<file path="src/rtl/types_pkg.sv">
// types_pkg: shared types for the fetch stage
package types_pkg;
  typedef struct packed {
    logic [31:0] pc;
    logic [31:0] instr;
  } fetch_data;
endpackage

</file>
<file path="src/rtl/fetch_fifo.sv">
// fetch_fifo: circular buffer of fetched {pc, instr} entries, flush overrides push/pop
module fetch_fifo
  import types_pkg::*;
#(
  parameter int DEPTH = 2
) (
  input  logic                   clk,
  input  logic                   push,
  input  logic                   pop,
  input  logic                   flush,
  input  fetch_data              din,
  output fetch_data              head,
  output logic [$clog2(DEPTH):0] count
);
  localparam int AW = $clog2(DEPTH);
  localparam int W = AW + 1;
  fetch_data mem_q [DEPTH];
  logic [AW-1:0] rd_q, wr_q;
  logic [W-1:0] count_q;
  // pointers wrap naturally because DEPTH is a power of two
  always_ff @(posedge clk)
    if (flush) begin
      rd_q <= '0;
      wr_q <= '0;
      count_q <= '0;
    end else begin
      if (push) wr_q <= wr_q + 1'b1;
      if (pop) rd_q <= rd_q + 1'b1;
      count_q <= count_q + W'(push) - W'(pop);
    end
  // storage needs no reset; only entries below count are ever read
  always_ff @(posedge clk)
    if (push && !flush) mem_q[wr_q] <= din;
  assign head = mem_q[rd_q];
  assign count = count_q;
endmodule

</file>
<file path="src/rtl/fetch.sv">
// fetch: sequential instruction fetch with buffered delivery and redirect flush
module fetch
  import types_pkg::*;
#(
  parameter logic [31:0] RESET_PC = 32'h0000_0000,
  parameter int          DEPTH    = 2
) (
  input  logic        clk,
  input  logic        reset,
  output logic        imem_en,
  output logic [31:0] imem_addr,
  input  logic [31:0] imem_rdata,
  input  logic        redirect_valid,
  input  logic [31:0] redirect_pc,
  output logic [31:0] instr,
  output logic [31:0] pc_out,
  output logic        valid_out,
  input  logic        ready_out
);
  localparam int CW = $clog2(DEPTH) + 2;
  logic [31:0] pc_q, pc_d, ipc_q;
  logic inflight_q, kill_q, deq;
  logic [$clog2(DEPTH):0] count;
  logic [CW-1:0] occ;
  fetch_data head;
  assign deq = valid_out && ready_out;
  assign occ = CW'(count) + CW'(inflight_q) - CW'(deq);
  assign imem_en = !reset && !redirect_valid && (occ < CW'(DEPTH));
  assign imem_addr = pc_q;
  // redirect wins over sequential advance
  always_comb begin
    pc_d = redirect_valid ? (redirect_pc & ~32'd3) : imem_en ? pc_q + 32'd4 : pc_q;
  end
  // pc, in-flight tracking and kill of a response issued before a redirect
  always_ff @(posedge clk)
    if (reset) begin
      pc_q <= RESET_PC;
      inflight_q <= 1'b0;
      kill_q <= 1'b0;
      ipc_q <= RESET_PC;
    end else begin
      pc_q <= pc_d;
      inflight_q <= imem_en;
      kill_q <= redirect_valid && inflight_q;
      ipc_q <= pc_q;
    end
  fetch_fifo #(.DEPTH(DEPTH)) u_fifo (
    .clk(clk),
    .push(inflight_q && !kill_q),
    .pop(deq),
    .flush(reset || redirect_valid),
    .din('{pc: ipc_q, instr: imem_rdata}),
    .head(head),
    .count(count)
  );
  assign valid_out = (count != '0);
  assign instr = head.instr;
  assign pc_out = head.pc;
endmodule

</file>
<file path="config.mk">
export PLATFORM = sky130hd
export DESIGN_NAME = fetch
export DESIGN_NICKNAME = d
export VERILOG_FILES = /design/src/rtl/types_pkg.sv /design/src/rtl/fetch_fifo.sv /design/src/rtl/fetch.sv
export SDC_FILE = /design/constraint.sdc
export NUM_CORES = 1
export LEC_CHECK = 0
export CORE_UTILIZATION = 65
export CTS_BUF_LIST = sky130_fd_sc_hd__clkbuf_4
export CTS_CLUSTER_SIZE = 24
export DETAILED_ROUTE_END_ITERATION = 8
export DONT_BUFFER_PORTS = 1
export GPL_ROUTABILITY_DRIVEN = 0
export GPL_TIMING_DRIVEN = 0
export PLACE_DENSITY = 0.81
export SLEW_MARGIN = 0
export SYNTH_ARGS = -nofsm -noshare
export SYNTH_HDL_FRONTEND = slang
export SYNTH_SLANG_ARGS = --single-unit
</file>
<file path="constraint.sdc">
create_clock -name clk -period 7.59 [get_ports clk]
set_input_delay 1.518 -clock clk [delete_from_list [all_inputs] [get_ports clk]]
set_output_delay 1.518 -clock clk [all_outputs]
set_load 0.02 [all_outputs]
</file>
==> results.txt <==
----------------------------------------------------
[Die]
  Horizontal extent of the die ... 108.8 um
  Initial cell density of the core ... 67.44%
  Die Area ... 11830 um2
  Die outline height ... 108.8 um
  Total core area ... 10980 um2
  Number of ports placed on the die boundary ... 166
  Site row count ... 38

[Clocking]
  # H-tree levels ... 4
  CTS Buf Count ... 17
  Hold_buf cts ... 0
  Cell chosen for the clock root ... sky130_fd_sc_hd__clkbuf_4
  Clock tree from TritonCTS ... yes
  Total number of clock tree sinks ... 191
  Total of cells resized after clock tree synthesis ... 0
  Postcts setup bufs ... 0
  Clk buf depth ... 2
  Clk Latency, worst-skew pair ... 530 ps
  Clock-pin slew of the registers on the worst-case setup and hold paths ... 140 ps

[Layout]
  Non-filler cells, final ... 690
  Layout-stage area growth over the synthesis result ... 7.348%
  Fraction of layout instances using a drive strength above 1 ... 21.27%
  # diodes ... 0
  Filler Cell Count ... 733
  Final Net Count ... 608

[GRT]
  Pin count of the biggest net entering global routing ... 63
  First-pass GRT wire length ... 20820 um
  Global-route usage over all layers ... 23.85%
  Initial antenna violation count ... 0
  Vias in the first global route ... 4028
  Total grt overflow ... 0

[Route]
  DRC violations left ... 0
  Routed met1 length ... 5324 um
  Iteration-0 DRC count of the detailed router ... 194
  Vias after detailed routing ... 4071
  Wire length on met3 ... 1417 um
  Routed Wire Length ... 13840 um
  Routed wl met2 ... 6922 um
  Max layer used ... met4
  Antenna-violating nets left ... 0
  Vias/cell ... 5.900
  Number of detailed-route iterations in the first pass ... 4
  Routed wire length per instance ... 20.06 um

[Logic synthesis]
  Synthesis Warnings ... 0
  Yosys reg bits ... 191
  Dominant cells by area after synthesis ... sky130_fd_sc_hd__edfxtp_1 50%, sky130_fd_sc_hd__dfxtp_1 18%, sky130_fd_sc_hd__mux2_2 9.4%, sky130_fd_sc_hd__xnor2_1 2.8%, sky130_fd_sc_hd__nor2b_1 2.7%
  Synthesized area per cell ... 14.41 um2
  Sequential fraction of the synthesis area ... 68.38%
  Number of library cell types mapped by synthesis ... 47
  Count of flip-flops with a built-in enable after synthesis ... 124
  Area of the mapped netlist ... 7407 um2
  Async S/R FF share, synth ... 0%
  Cell count after synthesis ... 514
  Most used standard cell by instance count after synthesis ... sky130_fd_sc_hd__edfxtp_1
  Top cell types by occurrence after synthesis ... 124 x sky130_fd_sc_hd__edfxtp_1, 67 x sky130_fd_sc_hd__dfxtp_1, 62 x sky130_fd_sc_hd__mux2_2
  Cell type contributing the most total cell area after synthesis ... sky130_fd_sc_hd__edfxtp_1
  Most common flop cell mapped by yosys ... sky130_fd_sc_hd__edfxtp_1
  Area fraction of the dominant cell type after synthesis ... 50.27%

[Critical path]
  Max FO, Critical Path ... 7
  Worst Setup End Kind ... output pin
  Arrival time worst endpoint ... 3400 ps
  Startpoint type of the worst setup path ... primary input
  WS Path Type ... primary input to output pin
  Critical path required time ... 6070 ps

[Pwr]
  Power density cells ... 234.3 nW/um2
  Static leakage ... 0.002587 uW
  VDD IR-drop max ... 0.1213 mV

[Flow run]
  Max-Cap Viols ... 0

[Timing]
  Final Hold Viols ... 0
  Minimum clock period after layout ... 4921 ps
  Unrepaired setup endpoints after global routing ... false
  Skew final ... 14.71 ps
  Worst rel slew slack ... 40.00%
  Max-slew violations ... 0
  Top achievable clock speed ... 203.2 MHz
  Number of setup violations in the final report ... 0
  Measured slew at the worst slew-check pin ... 897.8 ps
  Part of the cycle the worst path needs ... 64.83%
  TNS Setup ... 0 ps

[Placement]
  Post-DP HPWL ... 9685 um
  Instance count after placement with tap cells included ... 658
  Number of I/O port buffers ... 0

[Worst hold path]
  Worst Hold Class ... flip-flop to flip-flop

[Status]
  Run status ... finished clean

----------------------------------------------------
==> power by group <==
part / leakage, uW / internal (uW) / switching (uW) / total, uW
clock: 0.000166 / 277 / 318 / 595
sequential: 0.00168 / 1130 / 41.3 / 1170
combinational: 0.000739 / 36.5 / 57.8 / 94.3
==> path summary, 6_finish.rpt <==
| check | startpoint | to | slack [ps] | cells past startpoint |
|---|---|---|---|---|
| setup / recovery | ready_out | imem_en | 2670 | 8 |
| hold / removal | ipc_q[17] | u_fifo.mem_q[1][49] | 430 | 0 |
| setup reg to reg | u_fifo.count[1] | imem_addr[8] | 4450 | 10 |
| hold reg to reg | ipc_q[17] | u_fifo.mem_q[1][49] | 430 | 0 |
==> worst max-delay path: stages <==
cell and delay (ps):
sky130_fd_sc_hd__inv_1 30, sky130_fd_sc_hd__nor3b_1 340, sky130_fd_sc_hd__o21ai_0 210, sky130_fd_sc_hd__fa_1 480, sky130_fd_sc_hd__xnor2_4 310, sky130_fd_sc_hd__and2_4 250, sky130_fd_sc_hd__nand2_4 70, sky130_fd_sc_hd__inv_2 180
==> logic make-up (layout without fill, tap and decap cells) <==
kind of cell	after synthesis	after routing	synth area share, %
adders and majority gates	3	3	0.6081
and+or+nand+nor	153	153	11.93
other	1	4	0.05063
buffers and inverters	31	64	1.858
DFF	191	191	68.38
muxes	64	64	9.730
AOI/OAI and AO/OA	43	43	3.885
xor gates and xnor gates	28	28	3.564
==> layout by cell type (no fill, tap or decap), drive strengths merged, types with 3 or more instances in the layout <==
cell type and n:
edfxtp 124, dfxtp 67, mux2 64, clkbuf 40, nand2 33, nor2b 32, xnor2 25, nor2 20
nor3 14, a211oi 13, nand3 12, and2 10, buf 9, nand4 8, nor4 8, a21oi 7
o21ai 6, a31oi 6, and3 6, inv 6, o22ai 5, conb 4, bufinv 4, xor2 3
a311oi 3, or3 3, clkinvlp 3, and4 3
==> area by class of cell <==
class	instances	area, um2	area share, %
inverters	4	15.01	0.1888
clock buffers	21	157.7	1.983
clock inverters	11	167.7	2.109
well taps	140	175.2	2.203
repair buffers	1	20.02	0.2518
plain buffers	27	122.6	1.542
flip-flops and latches	191	5065	63.70
multi-input cells	295	2228	28.03
==> registers in the layout (all words and copies together) (netlist names), named ones only <==
name          flops
u_fifo.mem_q    124
imem_addr        30
ipc_q            30
u_fifo.count      2
inflight_q        1
kill_q            1
u_fifo.rd_q       1
u_fifo.wr_q       1
==> per-stage QoR <==
stage	setup WS (ps)	total power, uW	utilization, %	area, um2	hold slack (ps)
after floorplan	2661	1264	-	7418	403.7
final	2669	1863	72.40	7951	427.7
after CTS	2685	1869	72.40	7951	426.4
after global routing	2557	1923	72.40	7951	439.4
after global placement	1193	1287	69.14	7594	405.5
after detailed placement	2688	1291	69.44	7626	410.3
==> routing by layer <==
layer,global-route usage (%),vias to the layer above
met2,40.42,163
li1,-,1926
met1,27.59,1964
met3,9.265,18
met5,0,-
met4,8.301,0
Power figures use the tool's default switching activity.
